$ cat src/rtl/rf_wb_arbiter.sv
// Register-file write-port arbiter (pipeline > MDU/debug round-robin) + MDU RAW scoreboard; RF_WB_STARVE_GUARD_EN adds starvation stall_req.
// Latency: grant decided combinationally, rf_we/rf_waddr/rf_wdata registered one cycle later.
// Backpressure: pipeline never stalled; MDU/debug held off via mdu_ready/dbg_ready.
module rf_wb_arbiter #(
    parameter int STARVE_LIMIT = 4
) (
    input  logic        clk,
    input  logic        rst,
    input  logic        pipe_we,
    input  logic [4:0]  pipe_rd,
    input  logic [31:0] pipe_wdata,
    input  logic        mdu_valid,
    input  logic [4:0]  mdu_rd,
    input  logic [31:0] mdu_wdata,
    output logic        mdu_ready,
    input  logic        dbg_valid,
    input  logic [4:0]  dbg_rd,
    input  logic [31:0] dbg_wdata,
    output logic        dbg_ready,
    input  logic        mdu_issue,
    input  logic [4:0]  mdu_issue_rd,
    input  logic [4:0]  rs_addr,
    input  logic [4:0]  rt_addr,
    output logic        hazard_rs,
    output logic        hazard_rt,
    output logic        issue_block,
    output logic        stall_req,
    output logic        rf_we,
    output logic [4:0]  rf_waddr,
    output logic [31:0] rf_wdata
);

    logic        rr_ptr;
    logic [31:0] pending;
    logic [31:0] pending_nxt;
    logic        mdu_fire;
    logic        dbg_fire;
    logic        sec_grant;
    logic        win_vld;
    logic [4:0]  win_rd;
    logic [31:0] win_dat;

    // rr_ptr only breaks ties; a lone secondary is always served when pipe_we is low
    always_comb begin
        mdu_ready = 1'b0;
        dbg_ready = 1'b0;
        if (!rst && !pipe_we) begin
            if (mdu_valid && (!dbg_valid || !rr_ptr))
                mdu_ready = 1'b1;
            else if (dbg_valid)
                dbg_ready = 1'b1;
        end
    end

    assign mdu_fire  = mdu_valid && mdu_ready;
    assign dbg_fire  = dbg_valid && dbg_ready;
    assign sec_grant = mdu_fire || dbg_fire;

    always_comb begin
        win_vld = 1'b0;
        win_rd  = 5'd0;
        win_dat = 32'd0;
        if (pipe_we) begin
            win_vld = 1'b1;
            win_rd  = pipe_rd;
            win_dat = pipe_wdata;
        end else if (mdu_fire) begin
            win_vld = 1'b1;
            win_rd  = mdu_rd;
            win_dat = mdu_wdata;
        end else if (dbg_fire) begin
            win_vld = 1'b1;
            win_rd  = dbg_rd;
            win_dat = dbg_wdata;
        end
    end

    // set beats clear when a new issue targets the register being retired
    always_comb begin
        pending_nxt = pending;
        if (mdu_fire)
            pending_nxt[mdu_rd] = 1'b0;
        if (mdu_issue && (mdu_issue_rd != 5'd0))
            pending_nxt[mdu_issue_rd] = 1'b1;
        pending_nxt[0] = 1'b0;
    end

    assign hazard_rs   = pending[rs_addr];
    assign hazard_rt   = pending[rt_addr];
    assign issue_block = pending[mdu_issue_rd];

    always_ff @(posedge clk) begin
        if (rst) begin
            rf_we    <= 1'b0;
            rf_waddr <= 5'd0;
            rf_wdata <= 32'd0;
            rr_ptr   <= 1'b0;
            pending  <= 32'd0;
        end else begin
            pending <= pending_nxt;
            rf_we   <= win_vld && (win_rd != 5'd0);
            if (win_vld && (win_rd != 5'd0)) begin
                rf_waddr <= win_rd;
                rf_wdata <= win_dat;
            end
            if (sec_grant)
                rr_ptr <= mdu_fire;
        end
    end

`ifdef RF_WB_STARVE_GUARD_EN
    logic [3:0] starve_cnt;
    logic [3:0] starve_nxt;

    always_comb begin
        starve_nxt = starve_cnt;
        if (sec_grant)
            starve_nxt = 4'd0;
        else if ((mdu_valid || dbg_valid) && (starve_cnt < 4'(STARVE_LIMIT)))
            starve_nxt = starve_cnt + 4'd1;
    end

    always_ff @(posedge clk) begin
        if (rst) begin
            starve_cnt <= 4'd0;
            stall_req  <= 1'b0;
        end else begin
            starve_cnt <= starve_nxt;
            stall_req  <= (starve_nxt == 4'(STARVE_LIMIT));
        end
    end
`else
    assign stall_req = 1'b0;
`endif

endmodule

$ cat config.mk
export PLATFORM = sky130hd
export DESIGN_NAME = rf_wb_arbiter
export DESIGN_NICKNAME = d
export VERILOG_FILES = /design/src/rtl/rf_wb_arbiter.sv
export SDC_FILE = /design/constraint.sdc
export NUM_CORES = 1
export LEC_CHECK = 0
export CORE_MARGIN = 4
export CORE_UTILIZATION = 25
export CTS_BUF_LIST = sky130_fd_sc_hd__clkbuf_4 sky130_fd_sc_hd__clkbuf_8
export CTS_CLUSTER_DIAMETER = 30
export DETAILED_ROUTE_END_ITERATION = 8
export SLEW_MARGIN = 20
export SYNTH_ARGS = -nofsm -noshare
export SYNTH_HDL_FRONTEND = slang
export SYNTH_SLANG_ARGS = --single-unit
$ cat constraint.sdc
create_clock -name clk -period 3.4 [get_ports clk]
set_clock_uncertainty 0.15 [all_clocks]
set_input_delay 0.68 -clock clk [delete_from_list [all_inputs] [get_ports clk]]
set_output_delay 0.68 -clock clk [all_outputs]
set_load 0.01 [all_outputs]
==> run_results.csv <==
group,metric,value,unit
cts,root_buffer,"clkbuf_8",
route,drt-initial-drc-count,366,
placed_design,numPortBuffers,174,
cts,cts_made_buffers,9,
global_routing,antenna_found_initial,1,
power,ir_drop,0.0001450,V
critical_path,rr_startpoint,"rr_ptr",
cts,cts_max_level,3,
sta,post-route-min-period,3316,ps
layout,area_growth,55.61,%
route,vias,4287,
placed_design,gp_congestion,0.8880,
placed_design,post-place-ws,-530.0,ps
layout,num-nets-final,716,
global_routing,grt_pass1_vias,4356,
worst_hold_path,hold_end,"rf_waddr[3]",
global_routing,grt_max_degree,102,
sta,period_share,97.52,%
placed_design,place_inst,785,
layout,diodes,0,
floorplanning,coreArea,16000,um^2
layout,fill_cells,1578,
route,final_antenna_net_count,0,
critical_path,r2r_end,"rf_wdata[4]",
route,drc,0,
cts,cts_tree,"done",
route,first_pass_iters,7,
floorplanning,die_h,136.5,um
floorplanning,dieWidth,136.5,um
power,pwr_density_cell,311.9,nW/um^2
cts,clockBufferDepth,2,
route,wl_met2,7385,um
route,drt-total-wl,14620,um
synthesis,syn_nets,544,
synthesis,ys_warn_count,0,
worst_hold_path,hold_path_class,"flip-flop to flip-flop",
layout,instances_no_fill,802,
critical_path,critPathLaunchType,"input port",
global_routing,grt_usage,15.18,%
route,met3WireLength,1273,um
sta,setup_viol,0,
floorplanning,dieArea,18630,um^2
route,wl_per_cell,18.23,um
global_routing,grt_pass1_wl,22270,um
synthesis,synth_cell_types,31,
cts,hold_buffers,0,
sta,tns,0,ps
critical_path,cp.arrival,2490,ps
sta,slew_viol_final,0,
critical_path,path_class,"input port to output port",
cts,clkTransAtPathRegs,70,ps
placed_design,dp_hpwl,11250,um
worst_hold_path,whs_path_depth,2,
synthesis,synth-seq-cells,70,
sta,finalHoldViolCount,0,
sta,max_freq,301.6,MHz
synthesis,synth_area,4126,um^2
cts,clock-sinks,70,
route,routed_via_density,5.345,
sta,rsz0062_at_grt,"no",
synthesis,avgSynthCellArea,10.02,um^2
route,met1_length,5853,um
run,maxCapViolCount,0,
global_routing,gr-total-overflow,0,
floorplanning,std_cell_rows,46,
sta,worst_pin_slew,1056,ps
critical_path,r2r_cells,9,
floorplanning,boundaryPins,176,
synthesis,seq_area_frac_synth,33.96,%
critical_path,cp_data_required_time,2570,ps
critical_path,end_kind,"output port",
synthesis,synthCells,412,
sta,setup_slack,84.40,ps
layout,drive_gt1_share,19.28,%
route,highest_layer,"met5",
worst_hold_path,holdCritStartpoint,"rf_waddr[3]",
run_status,status,"finished clean",
cts,clock_latency,340,ps
critical_path,crit_fanout,4,
floorplanning,initial_core_util,25.79,%
power,p_leak,2.152,nW
sta,maxSlewHeadroom,29.63,%
critical_path,regToRegSetupSlack,1000,ps
sequential cells by signal, summed over array words and instances, names as in the netlist:
| register | count |
|---|---|
| rr_ptr | 1 |
| rf_wdata | 32 |
| rf_waddr | 5 |
| rf_we | 1 |
| pending | 31 |
cell type report:
type / count / area, um^2 / area share [%]
timing repair buffer: 207 / 2077 / 32.35
inverter: 1 / 3.754 / 0.05846
clock inverter: 2 / 10.01 / 0.1559
clock buffer: 11 / 151.4 / 2.358
sequential: 70 / 1401 / 21.82
tap: 216 / 270.3 / 4.209
multi-input combinational: 295 / 2507 / 39.05
kinds of logic after synthesis:
group,Yosys count,synth area share (%)
flip-flops,70,33.96
multiplexers,30,15.01
buffers and inverters,47,5.579
AND/OR/NAND/NOR,119,16.98
other,1,0.09088
AO/OA/AOI/OAI,145,28.38
how the worst max path moves through the flow:
stage / startpoint / to / slack [ps] / cells past startpoint
floorplan: rs_addr[0] / hazard_rs / 190 / 4
global placement: rt_addr[0] / hazard_rt / -480 / 6
detailed placement: rs_addr[0] / hazard_rs / -530 / 6
CTS: dbg_valid / dbg_ready / 3 / 4
global route: mdu_issue_rd[0] / issue_block / 30 / 6
finish: rt_addr[0] / hazard_rt / 80 / 6
worst max-delay path: stages:
cell and delay [ps]:
buf_2 120, bufbuf_16 260, mux4_2 470, mux4_2 460, mux2_2 270, clkdlybuf4s15_2 220
per-stage QoR:
| stage | hold slack, ps | utilization [%] | power [mW] | area [um^2] |
|---|---|---|---|---|
| final | 318.1 | 40.13 | 2.003 | 6421 |
| after global routing | 337.9 | 40.13 | 2.099 | 6421 |
| after CTS | 319.8 | 39.87 | 2.025 | 6380 |
| after detailed placement | 309.8 | 38.65 | 1.430 | 6185 |
| after global placement | 310.2 | 38.65 | 1.422 | 6185 |
| after floorplan | 313.8 | - | 1.125 | 4126 |
routing by layer:
layer	global-route usage [%]	vias to the layer above
li1	-	2012
met1	17.77	2080
met2	26.40	182
met3	5.366	11
met4	3.807	2
met5	0	-
cells in the final DEF (no fill, tap or decap), types with 3 or more instances in the layout:
cell type,n
a21oi_1,36
a222oi_1,37
a22oi_1,4
and3_1,3
buf_12,4
buf_4,26
clkbuf_8,11
clkdlybuf4s50_1,166
dfxtp_1,70
mux2_2,5
mux4_2,25
nand2_1,44
nand2b_1,5
nand3_1,7
nand4_1,6
nand4b_1,32
nor2_1,7
nor2b_1,4
nor3b_1,4
o21ai_0,32
o31ai_1,6
o31ai_2,28
report_power, final:
part           internal, mW  leakage, nW  total, mW  switching [mW]
clock network         0.290       0.0869      0.587           0.297
logic                 0.305         1.49      0.533           0.228
registers             0.859        0.572      0.883          0.0243
cells in the mapped netlist:
| cell type | n | share of area (%) |
|---|---|---|
| dfxtp_1 | 70 | 34 |
| nand2_1 | 44 | 4.0 |
| a222oi_1 | 37 | 9.0 |
| a21oi_1 | 36 | 4.4 |
| clkbuf_1 | 34 | 3.1 |
| nand4b_1 | 32 | 6.8 |
| o21ai_0 | 32 | 3.9 |
| o31ai_2 | 28 | 8.5 |
| mux4_2 | 25 | 14 |
| nand3_1 | 7 | 0.85 |
| nor2_1 | 7 | 0.64 |
| buf_6 | 6 | 1.6 |
| nand4_1 | 6 | 0.91 |
| o31ai_1 | 6 | 1.1 |
| a22oi_1 | 5 | 0.91 |
| mux2_2 | 5 | 1.4 |
| nand2b_1 | 5 | 0.76 |
| buf_2 | 4 | 0.49 |
| nor2b_1 | 4 | 0.61 |
| nor3b_1 | 4 | 0.73 |
| and3_1 | 3 | 0.45 |
| and2_1 | 2 | 0.30 |
| and3b_1 | 2 | 0.42 |
| a2111oi_4 | 1 | 0.67 |
| buf_1 | 1 | 0.091 |
| buf_4 | 1 | 0.18 |
| conb_1 | 1 | 0.091 |
| inv_1 | 1 | 0.091 |
| nor3_1 | 1 | 0.12 |
| nor3_2 | 1 | 0.24 |
| or2_0 | 1 | 0.15 |
what timing repair did:
| action | 4_1_cts | 5_1_grt |
|---|---|---|
| gates resized for setup | 17 | 3 |
| pin swaps | 0 | 1 |
| setup buffers | 0 | 2 |
| cloned | 1 | 1 |
| setup endpoints to repair | 3 | 3 |
(Power assumes the default switching activity.)
